### src/rtl/io_hub_fx.sv
// io_hub_fx: handshake hub between the fixed-point core's I/O strobes and its
// peripherals. Every input and output channel gets a valid/ready handshake.
// The output side has a one-word holding register. The core is stalled while a
// peripheral is not ready. An optional wait limit means a dead peripheral
// raises a sticky flag instead of hanging the core.
//
// Ports
//   clk, rst                   clock, synchronous active-high reset
//   req_in, addr_in, io_in     core input request, channel select, registered word
//   out_en, addr_out, data_out core output strobe, channel select, word
//   stall                      core must hold its state this cycle
//   ch_in_data/valid/ready     peripheral input channels (ready is one-hot)
//   ch_out_data/valid/ready    peripheral output channels (valid is one-hot)
//   err_clr                    clears the sticky flags
//   tmo_in, tmo_out, bad_addr  sticky: input timeout, output timeout, bad channel
//
// state    | meaning
// IDLE     | no input transfer pending; a request is served the same cycle
// WAIT_IN  | request latched, waiting for ch_in_valid of the latched channel
// EMPTY    | output holding register free
// FULL     | output holding register presents a word until its channel is ready
module io_hub_fx #(
  parameter int NUBITS = 32,
  parameter int NUIOIN = 8,
  parameter int NUIOOU = 8,
  parameter int TMOUT  = 255,
  localparam int AWI = (NUIOIN > 1) ? $clog2(NUIOIN) : 1,
  localparam int AWO = (NUIOOU > 1) ? $clog2(NUIOOU) : 1,
  localparam int TW  = (TMOUT > 0) ? $clog2(TMOUT + 1) : 1
) (
  input  logic                     clk,
  input  logic                     rst,
  input  logic                     req_in,
  input  logic [AWI-1:0]           addr_in,
  output logic [NUBITS-1:0]        io_in,
  input  logic                     out_en,
  input  logic [AWO-1:0]           addr_out,
  input  logic [NUBITS-1:0]        data_out,
  output logic                     stall,
  input  logic [NUIOIN*NUBITS-1:0] ch_in_data,
  input  logic [NUIOIN-1:0]        ch_in_valid,
  output logic [NUIOIN-1:0]        ch_in_ready,
  output logic [NUBITS-1:0]        ch_out_data,
  output logic [NUIOOU-1:0]        ch_out_valid,
  input  logic [NUIOOU-1:0]        ch_out_ready,
  input  logic                     err_clr,
  output logic                     tmo_in,
  output logic                     tmo_out,
  output logic                     bad_addr
);

  typedef enum logic {IDLE, WAIT_IN} in_state_e;
  typedef enum logic {EMPTY, FULL}   out_state_e;

  localparam logic [AWI:0] NIN_L = (AWI + 1)'(NUIOIN);
  localparam logic [AWO:0] NOU_L = (AWO + 1)'(NUIOOU);

  in_state_e         in_state_q, in_state_d;
  logic [AWI-1:0]    in_ch_q, in_ch_d;
  logic [TW-1:0]     in_cnt_q, in_cnt_d;
  logic [NUBITS-1:0] io_in_q, io_in_d;
  out_state_e        out_state_q, out_state_d;
  logic [AWO-1:0]    out_ch_q, out_ch_d;
  logic [NUBITS-1:0] out_data_q, out_data_d;
  logic [TW-1:0]     out_cnt_q, out_cnt_d;
  logic              tmo_in_q, tmo_in_d;
  logic              tmo_out_q, tmo_out_d;
  logic              bad_addr_q, bad_addr_d;

  logic              addr_in_ok, addr_out_ok;
  logic [AWI-1:0]    sel_ch;
  logic [NUBITS-1:0] sel_word;
  logic              sel_valid;
  logic              in_hs, in_stall, in_tmo_set, in_bad_set, in_expired;
  logic              out_ready_sel, drain, out_stall, out_tmo_set, out_bad_set, out_expired;

  assign addr_in_ok  = {1'b0, addr_in} < NIN_L;
  assign addr_out_ok = {1'b0, addr_out} < NOU_L;

  // While waiting, the latched channel is served and the core's address is ignored.
  assign sel_ch = (in_state_q == WAIT_IN) ? in_ch_q : addr_in;

  // Mux over real channels only, so a non-power-of-two channel count never
  // indexes past the end of the peripheral buses.
  always_comb begin
    sel_word      = '0;
    sel_valid     = 1'b0;
    out_ready_sel = 1'b0;
    for (int k = 0; k < NUIOIN; k++) begin
      if (sel_ch == AWI'(k)) begin
        sel_word  = ch_in_data[k*NUBITS +: NUBITS];
        sel_valid = ch_in_valid[k];
      end
    end
    for (int k = 0; k < NUIOOU; k++) begin
      if (out_ch_q == AWO'(k)) out_ready_sel = ch_out_ready[k];
    end
  end

  // The request cycle counts as the first stalled cycle, so the wait ends
  // after exactly TMOUT stalled cycles.
  assign in_expired  = (TMOUT > 0) && (int'(in_cnt_q) + 1 == TMOUT);
  assign out_expired = (TMOUT > 0) && (int'(out_cnt_q) == TMOUT);

  always_comb begin
    in_state_d = in_state_q;
    in_ch_d    = in_ch_q;
    in_cnt_d   = in_cnt_q;
    io_in_d    = io_in_q;
    in_hs      = 1'b0;
    in_stall   = 1'b0;
    in_tmo_set = 1'b0;
    in_bad_set = 1'b0;
    if (in_state_q == IDLE) begin
      if (req_in) begin
        if (!addr_in_ok) begin
          io_in_d    = '0;
          in_bad_set = 1'b1;
        end else if (sel_valid) begin
          in_hs   = 1'b1;
          io_in_d = sel_word;
        end else begin
          in_stall   = 1'b1;
          in_ch_d    = addr_in;
          in_cnt_d   = '0;
          in_state_d = WAIT_IN;
        end
      end
    end else begin
      if (sel_valid) begin
        in_hs      = 1'b1;
        io_in_d    = sel_word;
        in_state_d = IDLE;
      end else if (in_expired) begin
        io_in_d    = '0;
        in_tmo_set = 1'b1;
        in_state_d = IDLE;
      end else begin
        in_stall = 1'b1;
        if (in_cnt_q != '1) in_cnt_d = in_cnt_q + 1'b1;
      end
    end
    for (int k = 0; k < NUIOIN; k++) ch_in_ready[k] = in_hs && (sel_ch == AWI'(k));
  end

  assign drain = (out_state_q == FULL) && out_ready_sel;

  always_comb begin
    out_state_d = drain ? EMPTY : out_state_q;
    out_ch_d    = out_ch_q;
    out_data_d  = out_data_q;
    out_cnt_d   = '0;
    out_stall   = 1'b0;
    out_tmo_set = 1'b0;
    out_bad_set = 1'b0;
    if (out_en) begin
      if (!addr_out_ok) begin
        out_bad_set = 1'b1;
      end else if (out_state_q == EMPTY || drain || out_expired) begin
        // On expiry the undelivered word is overwritten by the new one.
        out_tmo_set = (out_state_q == FULL) && !drain;
        out_state_d = FULL;
        out_ch_d    = addr_out;
        out_data_d  = data_out;
      end else begin
        out_stall = 1'b1;
        out_cnt_d = (out_cnt_q != '1) ? out_cnt_q + 1'b1 : out_cnt_q;
      end
    end
    for (int k = 0; k < NUIOOU; k++)
      ch_out_valid[k] = (out_state_q == FULL) && (out_ch_q == AWO'(k));
  end

  // A set event in the same cycle wins over err_clr.
  assign tmo_in_d   = in_tmo_set | (tmo_in_q & ~err_clr);
  assign tmo_out_d  = out_tmo_set | (tmo_out_q & ~err_clr);
  assign bad_addr_d = in_bad_set | out_bad_set | (bad_addr_q & ~err_clr);

  always_ff @(posedge clk) begin
    if (rst) begin
      in_state_q  <= IDLE;
      in_ch_q     <= '0;
      in_cnt_q    <= '0;
      io_in_q     <= '0;
      out_state_q <= EMPTY;
      out_ch_q    <= '0;
      out_data_q  <= '0;
      out_cnt_q   <= '0;
      tmo_in_q    <= 1'b0;
      tmo_out_q   <= 1'b0;
      bad_addr_q  <= 1'b0;
    end else begin
      in_state_q  <= in_state_d;
      in_ch_q     <= in_ch_d;
      in_cnt_q    <= in_cnt_d;
      io_in_q     <= io_in_d;
      out_state_q <= out_state_d;
      out_ch_q    <= out_ch_d;
      out_data_q  <= out_data_d;
      out_cnt_q   <= out_cnt_d;
      tmo_in_q    <= tmo_in_d;
      tmo_out_q   <= tmo_out_d;
      bad_addr_q  <= bad_addr_d;
    end
  end

  assign stall       = in_stall | out_stall;
  assign io_in       = io_in_q;
  assign ch_out_data = out_data_q;
  assign tmo_in      = tmo_in_q;
  assign tmo_out     = tmo_out_q;
  assign bad_addr    = bad_addr_q;

endmodule

### config.mk
export PLATFORM = sky130hd
export DESIGN_NAME = io_hub_fx
export DESIGN_NICKNAME = d
export VERILOG_FILES = /design/src/rtl/io_hub_fx.sv
export SDC_FILE = /design/constraint.sdc
export NUM_CORES = 1
export LEC_CHECK = 0
export BUFFER_PORTS_ARGS = -buffer_cell sky130_fd_sc_hd__buf_2
export CAP_MARGIN = 20
export CORE_AREA = 5 5 151 153
export DETAILED_ROUTE_END_ITERATION = 8
export DIE_AREA = 0 0 156 158
export PLACE_DENSITY_LB_ADDON = 0.2
export RECOVER_POWER = 50
export SYNTH_ARGS = -nofsm -noshare
export SYNTH_HDL_FRONTEND = slang
export SYNTH_SLANG_ARGS = --single-unit
### constraint.sdc
create_clock -name clk -period 7.02 [get_ports clk]
set_input_delay 2.106 -clock clk [delete_from_list [all_inputs] [get_ports clk]]
set_output_delay 2.106 -clock clk [all_outputs]
set_load 0.02 [all_outputs]
# [Yosys cells after proc, flatten, opt, wreduce, memory -nomap -nowiden]
# Cells that the tools add are included.
# Widths: inputs -> output; s select.
[totals] register_bits=91 input_bits=315 out_inout_bits=84 wordCells=130
[classes] add_sub_neg=3 eq_ne=20 mux=54 bitwise=11 n_reduce_logical=31
[op_table] cell="$mux 32" n=13
[op_table] cell="$mux 8" n=6
[op_table] cell="$mux 1" n=34
[op_table] cell="$eq 3x3->1 const B" n=8
[op_table] cell="$logic_and 1x1->1" n=18
[op_table] cell="$add 8x1->8 const B" n=2
[op_table] cell="$ne 8x8->1 const B" n=2
[op_table] cell="$eq 3x2->1 const B" n=4
[op_table] cell="$add 8x1->9 const B" n=1
[op_table] cell="$eq 9x8->1 const B" n=1
[op_table] cell="$eq 8x1->1 const B" n=1
[op_table] cell="$eq 3x1->1 const B" n=2
[op_table] cell="$logic_not 3->1" n=2
[op_table] cell="$reduce_and 3->1" n=2
[op_table] cell="$reduce_bool 2->1" n=3
[op_table] cell="$not 1->1" n=5
[op_table] cell="$reduce_and 4->1" n=1
[op_table] cell="$and 1x1->1" n=3
[op_table] cell="$mux 3" n=1
[op_table] cell="$or 1x1->1" n=3
[op_table] cell="$reduce_or 3->1" n=1
[op_table] cell="$logic_or 1x1->1" n=2
[op_table] cell="$ne 2x1->1 const B" n=1
[op_table] cell="$ne 2x2->1 const B" n=1
[op_table] cell="other kinds (2)" n=2

# [Longest topological paths before layout]
# Gate-level depths: netlist of run 1.
[logic_depth] depth_word=15 ltp_mapped=10 ltp_nobuf=7

# [Least setup slack after synthesis of run 1]
# Ideal clock, no wire load.
[synth_timing] path_kind="input-to-output" startpoint="in addr_in[2]" endpoint="out ch_in_ready[4]" arrival_ps=4041 t_required_ps=4914 path_slack_ps=873 cell_stages=7 n_path_buf=1 path_cell_list="buf_2 > and3b_1 > a31o_1 > a221o_1 > nor2_1 > nand2_1 > nor4_1"
[synth_between] elab_chain_cells=14
[synth_lines] item="start, declared" line_no="34" text="input logic [AWI-1:0] addr_in,"
[synth_lines] item="$mux 3 (*)" line_no="81" text="assign sel_ch = (in_state_q == WAIT_IN) ? in_ch_q : addr_in;"
[synth_lines] item="$logic_not 3->1" line_no="90" text="if (sel_ch == AWI'(k)) begin"
[synth_lines] item="$mux 1 (8 in a row)" line_no="90"
[synth_lines] item="$mux 1" line_no="119, 130"
[synth_lines] item="$mux 1" line_no="115" text="if (req_in) begin"
[synth_lines] item="$mux 1" line_no="114" text="if (in_state_q == IDLE) begin"
[synth_lines] item="$logic_and 1x1->1 (*)" line_no="143" text="for (int k = 0; k < NUIOIN; k++) ch_in_ready[k] = in_hs && (sel_ch == AWI'(k));"
[synth_lines] item="end, declared" line_no="42" text="output logic [NUIOIN-1:0] ch_in_ready,"
# Mark *: on every way between the ends. The rest lies on a longest branch, timed or not.

# [Final worst setup path of run 1]
[layout_timing] startpoint="in addr_in[1]" endpoint="out ch_in_ready[1]"
# The elaborated chain is that of the path after synthesis.

==> flow_summary_export.csv, run 1 <==
group,metric,value,unit
outcome,outcome,"finished, violations left",
outcome,failed_checks,"capacitance limit, slew limit",
flow_run,cap_violations,1,
synth,ys_warn_count,0,
sta,fmax,0.155,GHz
critical_path,r2r_cells,7,
sta,period_needed,6460,ps
sta,hold_viol,0,
place,dp_hpwl,22.4,mm
sta,slew_viol_final,58,
critical_path,crit_top_cell,"buf_2",
routing,vias,7701,
floorplan,dieHeight,158,um
routing,drc,0,
clock_network,cts.sinks,91,
floorplan,start_util,29.0,%
cells_and_area,finish.instance_area,8690,um2
critical_path,r2r_setup_slack,3210,ps
sta,fin_worst_skew,15.8,ps
cells_and_area,area_delta_synth_final,40.0,%
global_route,grt_first_pass_wirelength,42.8,mm
floorplan,die_width,156,um
synth,synth_seq_area_share,29.3,%
sta,report.final.setup_viol,0,
global_route,grt_max_degree,58,
clock_network,post_cts_buffers,0,
clock_network,cts_buffer_depth,2,
routing,viasPerCell,5.26,
global_route,first_global_vias,7671,
clock_network,postCtsHoldBufs,0,
synth,synth_top_area_share,29.3,%
synth,yosys-top-cells-area,"dfxtp_1, nand2_1, o21ai_0",
floorplan,ios,399,
sta,whs,452,ps
critical_path,cp-end-kind,"output port",
cells_and_area,fin_nets,1494,
clock_network,cts_resized,0,
routing,wl,28.9,mm
critical_path,crit_chain,"buf_2 -> mux2_4 -> mux2i_1 -> a221o_1 -> nor2_1 -> nand2_1 -> nor3_1 -> buf_2",
place,placed_area,8440,um2
synth,synthFlopType,"dfxtp_1",
critical_path,r2r-end,"io_in[8]$_SDFFE_PP0P_",
clock_network,clkTransAtPathRegs,60,ps
global_route,antenna_found_initial,2,
place,io_buffers,398,
clock_network,cts_buffers,9,
synth,synth_top_area_cell,"dfxtp_1",
critical_path,r2r_start,"in_state_q$_SDFF_PP0_",
synth,synth_edf_count,0,
synth,syn_area,6210,um2
synth,yosysMostFrequentCell,"nand2_1",
sta,worst_pin_slew,2460,ps
critical_path,max_stage_delay,430,ps
clock_network,ctsRootBufferMaster,"clkbuf_16",
critical_path,path_class,"primary input to output port",
cells_and_area,fillers,2334,
routing,ant_nets,0,
synth,synth_common_cells,"nand2_1, dfxtp_1, nor2_1",
global_route,grt_usage,22.0,%
critical_path,cp-start-kind,"primary input",
routing,avgRoutedWirePerCell,19.8,um
hold_path,min_path_type,"register to register",
cells_and_area,drive_gt1_share,33.6,%
synth,syn_nets,1136,
synth,synthArstFlopShare,0,%
sta,slew-limit-headroom,-64.1,%
place,routabilityCongestion,0.917,
sta,finalCritPeriodShare,92.0,%
critical_path,crit_start,"addr_in[1]",
floorplan,fp.coreArea,21400,um2
synth,postSynthAreaPerCell,7.59,um2
synth,syn_inst,818,
synth,synth-seq-cells,91,
sta,rsz0062_at_grt,"false",
critical_path,crit_slowest_cell,"a221o_1",
sta,finalSetupTns,0,ps
critical_path,cp_max_fo,15,
power,irDropWorstVdd,92.2,uV
floorplan,die-area,24600,um2
critical_path,cp.required,4910,ps
synth,yosysUniqueCellTypes,63,
global_route,grt.overflow.total,0,
clock_network,clk_latency,350,ps
routing,drt_first_pass_iters,7,
critical_path,crit_path_end,"ch_in_ready[1]",
floorplan,rows,54,
routing,first_iter_violations,455,
power,power_density,188,nW/um2
power,leakagePower,3.55,nW
critical_path,arrival,4350,ps
clock_network,cts_htree_levels,3,
clock_network,cts_tree,"built",
[worst min-delay path by stage]
stage	startpoint	end	slack, ps	depth (start not counted)
after floorplan	out_cnt_q[0]$_SDFFE_PP0P_	out_cnt_q[0]$_SDFFE_PP0P_	420	1
after global placement	out_cnt_q[0]$_SDFFE_PP0P_	out_cnt_q[0]$_SDFFE_PP0P_	430	1
after detailed placement	out_cnt_q[0]$_SDFFE_PP0P_	out_cnt_q[0]$_SDFFE_PP0P_	440	1
after CTS	out_cnt_q[0]$_SDFFE_PP0P_	out_cnt_q[0]$_SDFFE_PP0P_	450	1
after global routing	ch_out_data[1]$_SDFFE_PP0P_	ch_out_data[1]$_SDFFE_PP0P_	470	2
final	out_cnt_q[0]$_SDFFE_PP0P_	out_cnt_q[0]$_SDFFE_PP0P_	450	1
[routing by layer]
layer	vias up	GRT usage (%)	share of wire, %
li1	3769	-	-
met1	3531	26.7	40
met2	364	39.2	50
met3	37	4.48	8.2
met4	0	6.67	2.1
met5	-	0	0
[kinds of logic (layout without fill, tap and decap cells)]
group	Yosys count	in the layout	share of synthesized area [%]
AND/OR/NAND/NOR	277	277	20.2
flip-flops	91	91	29.3
buffers and inverters	80	443	5.46
multiplexers	32	32	6.21
other	0	2	0
adder cells (fa/ha/maj)	3	3	0.605
XOR/XNOR	7	7	0.988
AO/OA/AOI/OAI	328	328	37.2
[sequential cells by signal, summed over array words and instances (netlist names)]
| signal | flops |
|---|---|
| out_state_q | 1 |
| in_ch_q | 3 |
| in_state_q | 1 |
| tmo_out | 1 |
| out_cnt_q | 8 |
| bad_addr | 1 |
| in_cnt_q | 8 |
| out_ch_q | 3 |
| io_in | 32 |
| ch_out_data | 32 |
| tmo_in | 1 |
[metrics by stage]
stage / utilization (%) / setup slack (ps) / total power [mW] / std cells
after floorplan: - / 873 / 0.919 / 818
after global placement: 39.3 / 576 / 1.15 / 1442
after detailed placement: 39.4 / 554 / 1.15 / 1443
after CTS: 40.8 / 541 / 1.66 / 1459
after global routing: 40.6 / 449 / 1.72 / 1463
final: 40.6 / 562 / 1.63 / 1463
[layout by cell type, fill, tap and decap left out, types with 4 or more instances in the layout]
cell type	synthesis	final
nor2b_1	5	5
a41oi_1	6	6
o2bb2ai_1	22	22
nor3_1	15	14
dfxtp_1	91	91
o22a_1	5	5
o2bb2ai_2	10	10
buf_2	13	322
o21ai_0	74	74
a21oi_1	61	60
nand3_1	9	9
o21a_1	22	22
buf_4	0	17
clkbuf_16	0	9
a32o_1	20	20
mux2i_1	12	11
clkbuf_1	51	77
a211oi_1	4	4
xnor2_1	4	4
nand2_1	112	112
nand2b_1	37	37
mux2_2	15	15
o22ai_1	4	4
a31oi_1	29	28
nor2_1	76	76
a221oi_1	21	21
a22oi_1	21	21
a221o_1	4	4
inv_1	8	8
and3_1	5	5
a32oi_1	6	6
[worst max-delay path, delay by kind of cell]
family / cells / cell delay (ps)
buffers and inverters: 2 / 400
multiplexers: 2 / 590
AND/OR/NAND/NOR: 3 / 800
AO/OA/AOI/OAI: 1 / 430
[final cells by class]
type | instances | area [um2] | share of cell area (%)
Antenna cell | 2 | 5.00 | 0.0576
Clock buffer | 9 | 225 | 2.59
Clock inverter | 7 | 73.8 | 0.850
Inverter | 8 | 30.0 | 0.346
Multi-Input combinational cell | 647 | 4100 | 47.2
Sequential cell | 91 | 1820 | 21.0
Tap cell | 280 | 350 | 4.03
Timing Repair Buffer | 419 | 2090 | 24.0
[power breakdown]
| part | total (mW) | switching, mW | internal, mW |
|---|---|---|---|
| Clock | 0.493 | 0.241 | 0.252 |
| Combinational | 0.554 | 0.329 | 0.225 |
| Sequential | 0.584 | 0.0302 | 0.554 |
| Total | 1.63 | 0.600 | 1.03 |
Note: power is estimated with default switching activity, not from simulation.
==> run 2: changes to the inputs <==
HOLD_SLACK_MARGIN = 0.02   (was not set)
PLACE_DENSITY_LB_ADDON = not set   (was 0.2)
==> run 2 against run 1 <==
Net effect:
- the flow still finishes with violations (capacitance limit, slew limit)
- die area did not move
- register-to-register slack improved by 310 ps
- power rose by 0.42%
- worst hold slack improved by 1.2 ps
- global-route usage rose by 0.20 points
- largest power group unchanged
- maximum frequency rose by 3.2%
- critical path type unchanged
- critical path depth did not move
- clock-buffer cell count did not move
- sequential share of layout area barely moved
- setup slack improved by 200 ps
- non-clock buffer count rose by 1
- final cell count did not move
- largest cell class unchanged
==> flow_summary_export.csv, run 2 (synthesis results as in run 1) <==
group,metric,value,unit
routing,met2_length,13.9,mm
clock_network,clk_latency,350,ps
clock_network,clkTransAtPathRegs,70,ps
cells_and_area,final_cell_mix,"buf_2, nand2_1, dfxtp_1",
sta,whs,453,ps
place,placed_area,8460,um2
power,power.switching,0.604,mW
critical_path,arrival,4150,ps
floorplan,die-area,24600,um2
critical_path,path_class,"primary input to output port",
cells_and_area,fin_nets,1495,
floorplan,die_width,156,um
critical_path,cp-end-kind,"output port",
floorplan,ios,399,
global_route,grt.overflow.total,0,
clock_network,ctsRootBufferMaster,"clkbuf_16",
global_route,first_global_vias,7688,
critical_path,cp_max_fo,9,
sta,layout_setup_ws,762,ps
clock_network,cts_buffers,9,
sta,period_needed,6260,ps
global_route,grt_max_degree,59,
place,routabilityCongestion,0.906,
floorplan,start_util,29.0,%
sta,hold_viol,0,
sta,fin_worst_skew,10.5,ps
clock_network,cts.sinks,91,
floorplan,rows,54,
place,place_ws,781,ps
place,dp_hpwl,22.7,mm
routing,routed.top_layer,"met5",
sta,worst_pin_slew,2620,ps
power,internal_power,1.03,mW
routing,wl_met1,11.6,mm
power,leakagePower,3.56,nW
routing,viasPerCell,5.40,
clock_network,postCtsHoldBufs,0,
place,io_buffers,398,
hold_path,hold_depth,1,
floorplan,fp.coreArea,21400,um2
power,irDropWorstVdd,96.1,uV
critical_path,cp-start-kind,"primary input",
place,dp_cells,1444,
global_route,grt_usage,22.2,%
hold_path,min_path_type,"register to register",
clock_network,post_cts_buffers,0,
routing,ant_nets,0,
routing,drc,0,
power,power_frac_comb,34.0,%
critical_path,cp.required,4910,ps
outcome,failed_checks,"capacitance limit, slew limit",
power,sequentialPowerShare,35.6,%
cells_and_area,drive_gt1_share,33.8,%
floorplan,dieHeight,158,um
routing,vias,7901,
sta,slew-limit-headroom,-74.6,%
clock_network,cts_htree_levels,3,
routing,first_iter_violations,542,
clock_network,cts_buffer_depth,2,
critical_path,r2r_cells,7,
power,power_frac_clock,30.4,%
routing,avgRoutedWirePerCell,19.7,um
sta,finalSetupTns,0,ps
routing,drt_first_pass_iters,5,
routing,met3WireLength,2.42,mm
cells_and_area,fillers,2288,
cells_and_area,layout_commonest_cell,"buf_2",
cells_and_area,area_delta_synth_final,40.2,%
global_route,grt_first_pass_wirelength,43.1,mm
sta,slew_viol_final,59,
flow_run,cap_violations,1,
clock_network,cts_resized,0,
routing,wl,28.9,mm
cells_and_area,finish.instance_area,8700,um2
sta,fmax,0.160,GHz
power,switching_share,36.9,%
outcome,outcome,"finished, violations left",
cells_and_area,layout.cells.non_filler,1463,
sta,finalCritPeriodShare,89.1,%
clock_network,cts_tree,"built",
power,power_density,188,nW/um2
sta,report.final.setup_viol,0,
global_route,antenna_found_initial,4,
sta,rsz0062_at_grt,"false",
==> run 2: changes by cell type in the layout (fill, tap and decap cells not counted) <==
cell	change
inv_8	+1
inv_12	+1
clkinv_8	-1
buf_12	+1
inv_6	-2
buf_4	+1
or2_1	+1
buf_8	-1
diode_2	-1
or2_0	-1
buf_2	+1
clkbuf_1	-1
clkinv_4	+1
==> run 2: path summary, 6_finish.rpt <==
path	endpoint	start	slack, ps
min	out_cnt_q[0]$_SDFFE_PP0P_	out_cnt_q[0]$_SDFFE_PP0P_	450
min reg2reg	out_cnt_q[0]$_SDFFE_PP0P_	out_cnt_q[0]$_SDFFE_PP0P_	450
max	ch_in_ready[4]	addr_in[1]	760
max reg2reg	io_in[24]$_SDFFE_PP0P_	in_state_q$_SDFF_PP0_	3520
==> run 2: cell type report <==
type	count	area [um2]	share of cell area, %
multi-input combinational	647	4100	47.1
timing repair buffer	420	2100	24.1
sequential	91	1820	20.9
tap	280	350	4.03
clock buffer	9	225	2.59
clock inverter	7	76.3	0.877
inverter	8	30.0	0.345
antenna	1	2.50	0.0288
==> run 2: critical path, stage by stage <==
cell     delay [ps]
buf_2           170
mux2_4          340
mux2i_1         130
a221o_1         420
nor2_1          160
nand2_1         280
nor4_1          300
buf_2           230
==> run 2: stage by stage <==
| step | util [%] | total power, mW |
|---|---|---|
| after global routing | 40.6 | 1.74 |
| final | 40.6 | 1.64 |
| after floorplan | - | 0.919 |
| after global placement | 39.4 | 1.15 |
| after detailed placement | 39.5 | 1.15 |
| after CTS | 40.9 | 1.66 |
==> run 2: per-layer routing <==
metal	GRT usage, %	vias up
li1	-	3768
met1	27.1	3702
met2	37.6	364
met3	5.58	63
met4	8.92	4
met5	0	-
==> run 2: power by group through the flow <==
stage | Clock, mW | Combinational (mW) | Sequential (mW)
6_report | 0.498 | 0.556 | 0.583
2_1_floorplan | 0 | 0.292 | 0.627
4_1_cts | 0.521 | 0.561 | 0.582
5_1_grt | 0.544 | 0.604 | 0.589
3_3_place_gp | 0 | 0.554 | 0.593
3_5_place_dp | 0 | 0.559 | 0.594
==> run 3: changes to the inputs <==
clock period = 5.87 ns   (was 7.02 ns; I/O delays follow)
==> run 3 against run 2 <==
Net effect:
- the run still ends with capacitance limit, slew limit left
- worst hold slack worse by 3.7 ps
- core utilization is 0.11 points higher
- power is 20% higher
- clock power is 20% higher
- critical path type unchanged
- critical endpoint is now ch_in_ready[0]
==> flow_summary_export.csv, run 3 (synthesis results as in run 1) <==
group,metric,value,unit
outcome,outcome,"finished, violations left",
outcome,failed_checks,"capacitance limit, slew limit",
power,power_density,225,nW/um2
clock_network,cts_resized,0,
critical_path,path_class,"primary input to output port",
routing,viasPerCell,5.38,
critical_path,cp.required,4110,ps
flow_run,cap_violations,1,
sta,fin_worst_skew,10.3,ps
clock_network,cts_tree,"built",
routing,drc,0,
sta,report.final.setup_viol,0,
place,dp_cells,1446,
place,dp_hpwl,22.8,mm
global_route,grt_max_degree,58,
clock_network,clkTransAtPathRegs,70,ps
cells_and_area,final_cell_mix,"buf_2, nand2_1, dfxtp_1",
clock_network,clk_latency,350,ps
clock_network,post_cts_buffers,0,
critical_path,cp_max_fo,9,
floorplan,start_util,29.0,%
global_route,first_global_vias,7718,
routing,avgRoutedWirePerCell,19.8,um
cells_and_area,finish.instance_area,8730,um2
sta,finalSetupTns,0,ps
cells_and_area,layout.cells.non_filler,1464,
critical_path,arrival,3770,ps
cells_and_area,multi_input_area,4100,um2
power,leakagePower,3.57,nW
place,routabilityCongestion,0.937,
hold_path,min_path_type,"register to register",
routing,ant_nets,0,
clock_network,ctsRootBufferMaster,"clkbuf_16",
power,power_frac_comb,34.2,%
floorplan,die_width,156,um
cells_and_area,fillers,2322,
sta,slew-limit-headroom,-65.0,%
sta,whs,449,ps
critical_path,cp-start-kind,"primary input",
clock_network,cts.sinks,91,
sta,slew_viol_final,58,
global_route,grt_usage,22.2,%
power,switching_share,37.0,%
power,sequentialPowerShare,35.5,%
routing,drt_first_pass_iters,5,
cells_and_area,diodes,0,
power,power_frac_clock,30.3,%
routing,vias,7875,
sta,finalCritPeriodShare,94.3,%
global_route,grt_first_pass_wirelength,43.0,mm
routing,wl,29.0,mm
sta,period_needed,5530,ps
place,placed_area,8480,um2
cells_and_area,seqCellArea,1820,um2
clock_network,cts_htree_levels,3,
clock_network,cts_buffers,9,
global_route,antenna_found_initial,2,
global_route,grt.overflow.total,0,
cells_and_area,fin_nets,1497,
power,power.switching,0.727,mW
floorplan,die-area,24600,um2
floorplan,rows,54,
sta,worst_pin_slew,2480,ps
routing,first_iter_violations,568,
sta,rsz0062_at_grt,"false",
power,internal_power,1.24,mW
floorplan,ios,399,
clock_network,cts_buffer_depth,2,
sta,fmax,0.181,GHz
sta,hold_viol,0,
cells_and_area,drive_gt1_share,33.8,%
cells_and_area,layout_commonest_cell,"buf_2",
critical_path,cp-end-kind,"output port",
power,irDropWorstVdd,115,uV
cells_and_area,area_delta_synth_final,40.6,%
floorplan,fp.coreArea,21400,um2
clock_network,postCtsHoldBufs,0,
place,io_buffers,398,
floorplan,dieHeight,158,um
==> run 3: cell types whose count changed in the layout (fill, tap and decap cells not counted) <==
| cell | previous run | this run |
|---|---|---|
| buf_2 | 323 | 322 |
| diode_2 | 1 | 0 |
| inv_8 | 3 | 2 |
| inv_12 | 1 | 0 |
| clkbuf_1 | 76 | 77 |
| buf_4 | 18 | 20 |
| buf_12 | 1 | 0 |
| clkinv_8 | 0 | 2 |
| buf_16 | 1 | 2 |
==> run 3: area by class of cell <==
type / instances / share of cell area [%]
inverter: 8 / 0.344
clock inverter: 7 / 0.932
sequential: 91 / 20.9
multi-input combinational: 647 / 47.0
clock buffer: 9 / 2.58
tap: 280 / 4.01
timing repair buffer: 422 / 24.3
==> run 3: path summary, 6_finish.rpt <==
path | start | endpoint | slack [ps] | cells after the start
max | addr_in[1] | ch_in_ready[0] | 340 | 8
min | out_cnt_q[0]$_SDFFE_PP0P_ | out_cnt_q[0]$_SDFFE_PP0P_ | 450 | 1
max reg2reg | in_state_q$_SDFF_PP0_ | io_in[0]$_SDFFE_PP0P_ | 2290 | 8
min reg2reg | out_cnt_q[0]$_SDFFE_PP0P_ | out_cnt_q[0]$_SDFFE_PP0P_ | 450 | 1
==> run 3: routing by layer <==
layer  up-vias  GRT usage, %  part of all wire, %
met5         -             0                0.028
li1       3769             -                    -
met3        52          4.89                  8.1
met4         2          6.88                  2.6
met2       397          38.4                   48
met1      3655          27.5                   41
==> run 3: stage by stage <==
| step | power (mW) | utilization [%] | setup slack, ps |
|---|---|---|---|
| after detailed placement | 1.38 | 39.6 | 275 |
| after CTS | 1.99 | 41.0 | 272 |
| after global placement | 1.37 | 39.4 | 294 |
| after global routing | 2.08 | 40.7 | 220 |
| final | 1.97 | 40.7 | 335 |
| after floorplan | 1.10 | - | 413 |
==> run 3: power groups by stage <==
stage	clock (mW)	combinational [mW]	sequential, mW
final	0.596	0.672	0.698
after CTS	0.621	0.674	0.697
after detailed placement	0	0.672	0.711
after floorplan	0	0.349	0.750
after global routing	0.649	0.725	0.706
after global placement	0	0.665	0.710
==> run 3: worst max-delay path: stages <==
cell,delay (ps)
buf_2,170
mux2_4,330
mux2i_1,130
a221o_1,410
nor2_1,150
nand2_1,250
nor3_1,330
buf_2,230
